--- src/rtl/muxn_pipe_stage_if.sv ---
`default_nettype none
// ============================================================================
// Module : muxn_pipe_stage_if
// Desc   : Handshake bundle for muxn_pipe_stage (upstream, flush, downstream)
// Rev    : 1.0
// ============================================================================
interface muxn_pipe_stage_if #(
  parameter int WIDTH  = 32,
  parameter int NUM_IN = 4,
  parameter int SEL_W  = 2
);
  logic [NUM_IN*WIDTH-1:0] in_data;
  logic [SEL_W-1:0]        sel;
  logic                    in_valid;
  logic                    in_ready;
  logic                    flush;
  logic [WIDTH-1:0]        out_data;
  logic [SEL_W-1:0]        out_sel;
  logic                    out_err;
  logic                    out_valid;
  logic                    out_ready;

  modport master (
    output in_data, sel, in_valid, flush, out_ready,
    input  in_ready, out_data, out_sel, out_err, out_valid
  );

  modport slave (
    input  in_data, sel, in_valid, flush, out_ready,
    output in_ready, out_data, out_sel, out_err, out_valid
  );
endinterface
`default_nettype wire

--- src/rtl/muxn_pipe_stage.sv ---
`default_nettype none
// ============================================================================
// Module : muxn_pipe_stage
// Desc   : N:1 select with registered output, two-entry skid buffer, flush
// Rev    : 1.0
// ============================================================================
module muxn_pipe_stage #(
  parameter int WIDTH  = 32,
  parameter int NUM_IN = 4,
  parameter int SEL_W  = 2
) (
  input  wire                 clk,
  input  wire                 rst,
  muxn_pipe_stage_if.slave    bus
);

  if (NUM_IN < 2 || NUM_IN > 16 || (2**SEL_W) < NUM_IN) begin : g_param_err
    $error("muxn_pipe_stage: illegal NUM_IN/SEL_W combination");
  end

  localparam logic [1:0] ST_EMPTY = 2'd0;
  localparam logic [1:0] ST_ONE   = 2'd1;
  localparam logic [1:0] ST_FULL  = 2'd2;

  logic [1:0]       state;
  logic [1:0]       state_nxt;

  logic [WIDTH-1:0] mux_data;
  logic             mux_err;

  logic [WIDTH-1:0] main_data;
  logic [SEL_W-1:0] main_sel;
  logic             main_err;
  logic [WIDTH-1:0] skid_data;
  logic [SEL_W-1:0] skid_sel;
  logic             skid_err;

  logic             accept;
  logic             take;
  logic             load_main_in;
  logic             load_skid_in;
  logic             move_skid;

  // Out-of-range selects never match a lane, so they leave data at zero and err set.
  always_comb begin
    mux_data = '0;
    mux_err  = 1'b1;
    for (int k = 0; k < NUM_IN; k++) begin
      if (bus.sel == SEL_W'(k)) begin
        mux_data = bus.in_data[k*WIDTH +: WIDTH];
        mux_err  = 1'b0;
      end
    end
  end

  assign bus.in_ready  = (state != ST_FULL) & ~bus.flush & ~rst;
  assign bus.out_valid = (state != ST_EMPTY);
  assign bus.out_data  = main_data;
  assign bus.out_sel   = main_sel;
  assign bus.out_err   = main_err;

  assign accept = bus.in_valid & bus.in_ready;
  assign take   = bus.out_valid & bus.out_ready;

  always_ff @(posedge clk) begin
    if (rst) begin
      state <= ST_EMPTY;
    end else begin
      state <= state_nxt;
    end
  end

  always_comb begin
    state_nxt = state;
    if (bus.flush) begin
      state_nxt = ST_EMPTY;
    end else begin
      case (state)
        ST_EMPTY: if (accept) state_nxt = ST_ONE;
        ST_ONE: begin
          if (accept && !take)      state_nxt = ST_FULL;
          else if (!accept && take) state_nxt = ST_EMPTY;
        end
        ST_FULL:  if (take) state_nxt = ST_ONE;
        default:  state_nxt = ST_EMPTY;
      endcase
    end
  end

  // accept is already zero during flush; only the skid move needs explicit gating.
  always_comb begin
    load_main_in = 1'b0;
    load_skid_in = 1'b0;
    move_skid    = 1'b0;
    case (state)
      ST_EMPTY: load_main_in = accept;
      ST_ONE: begin
        load_main_in = accept & take;
        load_skid_in = accept & ~take;
      end
      ST_FULL:  move_skid = take & ~bus.flush;
      default: ;
    endcase
  end

  always_ff @(posedge clk) begin
    if (rst) begin
      main_data <= '0;
      main_sel  <= '0;
      main_err  <= 1'b0;
      skid_data <= '0;
      skid_sel  <= '0;
      skid_err  <= 1'b0;
    end else begin
      if (load_main_in) begin
        main_data <= mux_data;
        main_sel  <= bus.sel;
        main_err  <= mux_err;
      end else if (move_skid) begin
        main_data <= skid_data;
        main_sel  <= skid_sel;
        main_err  <= skid_err;
      end
      if (load_skid_in) begin
        skid_data <= mux_data;
        skid_sel  <= bus.sel;
        skid_err  <= mux_err;
      end
    end
  end

endmodule
`default_nettype wire

--- src/flat_wrapper.sv ---
// flat-port wrapper written by rule: the top's interface ports become plain ports
module muxn_pipe_stage_flat 
#(
  parameter int WIDTH  = 32,
  parameter int NUM_IN = 4,
  parameter int SEL_W  = 2
)
  (clk, rst, bus_in_data, bus_sel, bus_in_valid, bus_flush, bus_out_ready, bus_in_ready, bus_out_data, bus_out_sel, bus_out_err, bus_out_valid);
  muxn_pipe_stage_if #(.WIDTH(WIDTH), .NUM_IN(NUM_IN), .SEL_W(SEL_W)) bus_i ();
  input  wire clk;
  input  wire rst;
  input wire logic [$bits(bus_i.in_data)-1:0] bus_in_data;
  input wire logic [$bits(bus_i.sel)-1:0] bus_sel;
  input wire logic [$bits(bus_i.in_valid)-1:0] bus_in_valid;
  input wire logic [$bits(bus_i.flush)-1:0] bus_flush;
  input wire logic [$bits(bus_i.out_ready)-1:0] bus_out_ready;
  output wire logic [$bits(bus_i.in_ready)-1:0] bus_in_ready;
  output wire logic [$bits(bus_i.out_data)-1:0] bus_out_data;
  output wire logic [$bits(bus_i.out_sel)-1:0] bus_out_sel;
  output wire logic [$bits(bus_i.out_err)-1:0] bus_out_err;
  output wire logic [$bits(bus_i.out_valid)-1:0] bus_out_valid;
  assign bus_i.in_data = bus_in_data;
  assign bus_i.sel = bus_sel;
  assign bus_i.in_valid = bus_in_valid;
  assign bus_i.flush = bus_flush;
  assign bus_i.out_ready = bus_out_ready;
  assign bus_in_ready = bus_i.in_ready;
  assign bus_out_data = bus_i.out_data;
  assign bus_out_sel = bus_i.out_sel;
  assign bus_out_err = bus_i.out_err;
  assign bus_out_valid = bus_i.out_valid;
  muxn_pipe_stage #(.WIDTH(WIDTH), .NUM_IN(NUM_IN), .SEL_W(SEL_W)) u_core (.clk(clk), .rst(rst), .bus(bus_i));
endmodule
--- config.mk ---
export PLATFORM = sky130hd
export DESIGN_NAME = muxn_pipe_stage_flat
export DESIGN_NICKNAME = d
export VERILOG_FILES = /design/src/rtl/muxn_pipe_stage_if.sv /design/src/rtl/muxn_pipe_stage.sv /design/src/flat_wrapper.sv
export SDC_FILE = /design/constraint.sdc
export NUM_CORES = 1
export LEC_CHECK = 0
export ABC_AREA = 1
export CAP_MARGIN = 30
export CORE_ASPECT_RATIO = 2
export CORE_MARGIN = 1
export CORE_UTILIZATION = 40
export DETAILED_ROUTE_END_ITERATION = 6
export PLACE_DENSITY = 0.78
export SLEW_MARGIN = 20
export SYNTH_ARGS = -nofsm -noshare
export SYNTH_HDL_FRONTEND = slang
export SYNTH_SLANG_ARGS = --single-unit
--- constraint.sdc ---
create_clock -name clk -period 1.9 [get_ports clk]
set_clock_uncertainty 0.05 [all_clocks]
set_input_delay 0.475 -clock clk [delete_from_list [all_inputs] [get_ports clk]]
set_output_delay 0.475 -clock clk [all_outputs]
set_load 0.02 [all_outputs]
==> summary.txt, run 1 <==
hold_ws -> 0.440 ns
Worst Hold Path EP -> u_core.skid_err
leakage -> 0.00269 uW
DRT Pass-1 Iters -> 6
pin count of the biggest net entering global routing -> 41
Die Span X -> 74.9 um
Seq pwr share -> 0.377
switching power -> 1100 uW
insertion delay to the later sink of the worst-skew pair -> 0.33 ns
top cells by area, synth -> dfxtp_1 34%, nand3_1 16%, nand2_1 12%, a21oi_1 8.2%, nand4_1 5.3%
routed wire length -> 16.4 mm
Critical-path top delay cell -> clkdlybuf4s50_1
outcome -> complete, no violations
worst r2r src -> u_core.state[0]
critical path's top delay family -> buffers and inverters
# IOs -> 172
number of synthesized flops with an enable pin -> 0
Reg2Reg Setup Slack -> 0.12 ns
Max VDD drop -> 0.537 mV
via count of the first global-routing pass -> 5225
pwr dens -> 625 mW/mm^2
fin crit share -> 0.985
Post-DP HPWL -> 11.9 mm
vias -> 5360
min Tclk post-route -> 1.87 ns
share of layout cells above drive strength 1 -> 0.107
Seq/Total Area, Yosys -> 0.339
Detail Route Antenna Nets -> 0
power share of the combinational group -> 0.218
CP Data Arrival Time -> 1.35 ns
crit end category -> primary output
CTS buffer count -> 9
Yosys Warn Count -> 0
P_int -> 3090 uW
Commonest cells post-synth -> 137 x nand3_1, 135 x nand2_1, 72 x dfxtp_1
PortBufs -> 171
number of instances in the placed design -> 925
average footprint of a synthesized cell -> 6.67 um^2
most instantiated library cell after synthesis -> nand3_1
reg2reg end -> u_core.bus.out_data[3]
CTS clk-pin slew, worst paths -> 0.06 ns
Nets -> 942
mapped cell area -> 0.00425 mm^2
Post-Syn Nets -> 774
Vias/cell -> 5.67
initial antenna violation count -> 0
Finished Layout Cells -> 945
Cell variety after synth -> 24
endpoints failing setup -> 0
Die ar. -> 0.0111 mm^2
TNS Setup -> 0 ns
critical path class -> reg -> out
post-synth top area share -> 0.339
Slew @ Worst Pin -> 0.423 ns
starting density of the core -> 0.416
clk buf depth -> 2
# DRC -> 0
Switching Share -> 0.263
fmax -> 0.534 GHz
number of antenna diodes -> 0
count of final hold-check violations -> 0
htree depth -> 3
worst min path class -> reg -> reg
CTS root buffer -> clkbuf_16
register bit total from synthesis -> 72
utilization after layout -> 0.657
total power -> 4190 uW
area grow syn2layout -> 58.0%
Die Y -> 148 um
MaxCap Viol Count -> 0
FP Rows -> 52
Max Transition Viols Final -> 0
CP Buf/Inv Count -> 1
CP max FO -> 2
critical hold path startpoint -> u_core.skid_err
global route overflow -> 0
Post-synth top flop -> dfxtp_1
Reg2Reg Depth -> 10
CORE AREA -> 0.0102 mm^2
TritonCTS clock tree -> yes
power share of the clock group -> 0.405
clock sink count -> 72
initial drt markers -> 504
wire per inst -> 17.4 um
Setup crit start kind -> flop
worst path cell trace -> clkdlybuf4s50_1
slowest stage delay, CP -> 0.64 ns
Synth area leader -> dfxtp_1
Syn Inst Count -> 637
fraction of registers with async set/reset -> 0
Routability Congestion -> 0.875
worst path required time -> 1.37 ns
global-route wire length before repair -> 25.4 mm
hold path depth -> 2
Slew Limit Headroom -> 0.718
Global Route Usage Sum -> 0.305
[sequential cells by signal, summed over array words and instances, names as in the netlist]
name and count:
u_core.bus.out_data 32, u_core.bus.out_err 1, u_core.bus.out_sel 2, u_core.skid_data 32, u_core.skid_err 1, u_core.skid_sel 2, u_core.state 2
[what timing repair did]
item / 4_1_cts / 5_1_grt
endpoints found under the setup margin: 43 / 68
setup buffers: 0 / 1
resized for setup: 16 / 12
hold buffers: 0 / 0
gates cloned: 1 / 2
pin swaps: 1 / 3
[routing by layer]
metal	track usage	wire length [um]
met1	0.321	5650
met3	0.0504	885
met5	0	0
met2	0.538	8760
met4	0.189	1120
[power groups by stage]
stage          logic (uW)  registers (uW)  clock network (uW)
2_1_floorplan         331            1650                   0
3_3_place_gp          887            1610                   0
3_5_place_dp          903            1610                   0
4_1_cts               909            1580                1720
5_1_grt               982            1580                1770
6_report              913            1580                1700
[area by class of cell]
type | instances | area, um^2
flip-flops and latches | 72 | 1440
clock buffers | 10 | 239
well taps | 135 | 169
inverters | 13 | 48.8
repair buffers | 218 | 2260
fillers | 877 | 3500
clock inverters | 6 | 67.6
multi-input cells | 491 | 2490
[how the worst max path moves through the flow]
stage                            startpoint                      to  slack (ns)  depth (start not counted)
global route                      bus_flush  u_core.bus.out_data[3]       -0.02                         10
CTS                           bus_out_ready    u_core.skid_data[19]       0.006                         10
floorplan                               rst  u_core.bus.out_data[1]        0.03                         10
finish              u_core.bus.out_data[23]        bus_out_data[23]        0.03                          1
detailed placement                      rst            bus_in_ready       -0.52                          5
global placement                        rst            bus_in_ready       -0.52                          5
[cell families (layout without fill, tap and decap cells)]
family                   Yosys count  after routing  synth area share
flip-flops                        72             72             0.339
adder cells (fa/ha/maj)            2              2           0.00589
AO/OA/AOI/OAI                    137            137             0.162
buffers and inverters             74            247            0.0872
AND/OR/NAND/NOR                  352            352             0.406
[layout by cell type, fill, tap and decap left out, types with 2 or more instances in the layout]
cell	instances
nor2_4	4
buf_2	2
inv_2	8
clkdlybuf4s50_1	163
or2_0	32
nand3_1	136
nand4_1	36
buf_6	3
o21ai_0	34
inv_1	5
buf_12	11
dfxtp_1	72
o21ai_1	31
nand2_1	135
dlygate4sd2_1	5
clkinvlp_4	2
a21oi_1	70
clkbuf_16	11
buf_4	30
nand2_2	2
[tightest hold or removal path, cell delays in order (launching register included)]
cell and delay (ns):
dfxtp_1 0.33, nand3_1 0.08, inv_1 0.04
[metrics by stage]
step / instance area, um^2 / worst slack [ns]
finish: 6720 / 0.0276
detailed placement: 6260 / -0.524
CTS: 6620 / 0.00623
floorplan: 4250 / 0.0300
global route: 6720 / -0.0215
global placement: 6260 / -0.522
No activity file was read; power rests on OpenSTA's default activity.
==> inputs of run 2 (changes only) <==
- CORE_MARGIN: 1 -> default
==> results of run 2 <==
Final layout, timing and power as in run 1 (identical DEF).
==> inputs of run 3 (changes only) <==
- CORE_ASPECT_RATIO: 2 -> 0.7
==> summary.txt, run 3 (same netlist as run 1, synthesis figures left out) <==
outcome -> finished, violations left
violated checks -> design-rule violations
share of layout cells above drive strength 1 -> 0.0973
Die ar. -> 0.0110 mm^2
min Tclk post-route -> 1.88 ns
global-route wire length before repair -> 23.5 mm
Vias/cell -> 5.63
# IOs -> 172
clock sink count -> 72
vias -> 5255
via count of the first global-routing pass -> 5003
most common cell after layout, fill and taps aside -> clkdlybuf4s50_1
Die Span X -> 125 um
pwr dens -> 624 mW/mm^2
critical path's top delay family -> buffers and inverters
Slew @ Worst Pin -> 0.457 ns
global route overflow -> 0
Global Route Usage Sum -> 0.266
Nets -> 936
crit end category -> primary output
clk buf depth -> 2
Worst path depth -> 1
Post-DP HPWL -> 10.3 mm
DRT Pass-1 Iters -> 7
fmax -> 0.531 GHz
# hold bufs at CTS -> 0
Reg2Reg Depth -> 11
pin count of the biggest net entering global routing -> 51
setup ws final -> 0.0150 ns
wire per inst -> 16.2 um
area grow syn2layout -> 57.3%
MaxCap Viol Count -> 0
# DRC -> 12
worst min path class -> reg -> reg
fin crit share -> 0.992
CTS root buffer -> clkbuf_16
TritonCTS clock tree -> yes
Slew Limit Headroom -> 0.696
hold path depth -> 2
starting density of the core -> 0.412
initial antenna violation count -> 0
endpoints failing setup -> 0
Setup crit start kind -> flop
FP Rows -> 31
final instance area -> 0.00668 mm^2
htree depth -> 3
insertion delay to the later sink of the worst-skew pair -> 0.33 ns
worst path required time -> 1.37 ns
Max Transition Viols Final -> 0
leakage -> 0.00267 uW
CTS clk-pin slew, worst paths -> 0.06 ns
most frequent cells in the layout -> 164 x clkdlybuf4s50_1, 135 x nand2_1, 135 x nand3_1
routed wire length -> 15.2 mm
worst path cell trace -> clkdlybuf4s50_1
count of final hold-check violations -> 0
CP Buf/Inv Count -> 1
Critical-path top delay cell -> clkdlybuf4s50_1
Filler cells -> 867
PortBufs -> 171
initial drt markers -> 444
Die Y -> 88.2 um
critical path class -> reg -> out
dpl ws -> -0.486 ns
CORE AREA -> 0.0103 mm^2
number of antenna diodes -> 0
CP max FO -> 2
CP Data Arrival Time -> 1.36 ns
RSZ-0062 raised after global routing -> yes
Max VDD drop -> 0.511 mV
CTS buffer count -> 9
Placement Cell Area -> 0.00624 mm^2
slowest stage delay, CP -> 0.63 ns
Routability Congestion -> 0.895
Detail Route Antenna Nets -> 0
[run 3: cell types whose count changed in the layout (fill, tap and decap cells not counted), moves of 2 or more]
cell	before	now
o21ai_1	31	28
o21ai_0	34	38
inv_2	8	6
buf_4	30	20
dlygate4sd2_1	5	3
ha_2	0	2
buf_12	11	14
[run 3: layout make-up]
class                      instances  area [um^2]  share of cell area
sequential                        72         1440               0.216
clock inverter                     3         42.5             0.00637
timing repair buffer             212         2250               0.337
multi-input combinational        491         2480               0.371
inverter                          13         51.3             0.00768
clock buffer                      11          253              0.0378
tap                              132          165              0.0247
[run 3: path summary, 6_finish.rpt]
kind / slack [ns] / endpoint / from
min reg2reg: 0.43 / u_core.skid_err / u_core.skid_err
max: 0.02 / bus_out_data[25] / u_core.bus.out_data[25]
max reg2reg: 0.15 / u_core.skid_data[2] / u_core.state[0]
min: 0.43 / u_core.skid_err / u_core.skid_err
[run 3: where the power goes]
group / internal, uW / switching (uW)
clock: 1070 / 624
combinational: 483 / 407
sequential: 1550 / 29.3
[run 3: routing by layer]
layer	vias up	wire, um	track usage
li1	2528	-	-
met1	2475	6340	0.309
met2	226	7570	0.502
met3	26	997	0.0544
met4	0	247	0.0776
met5	-	0	0
[run 3: through the flow]
step	instances	hold WS, ns	power, uW	TNS [ns]	utilization
floorplan	637	0.386	1980	0	-
global placement	914	0.397	2470	-25.66	0.605
detailed placement	914	0.426	2490	-30.20	0.605
CTS	928	0.432	4170	0	0.634
global route	934	0.449	4320	-0.0155	0.648
finish	934	0.435	4170	0	0.648
[run 3: repair_timing]
item | 4_1_cts | 5_1_grt
endpoints found under the setup margin | 70 | 56
buffers inserted | 0 | 2
pin swaps | 2 | 1
gates cloned | 0 | 4
hold endpoints to repair | 0 | 0
resized for setup | 11 | 10
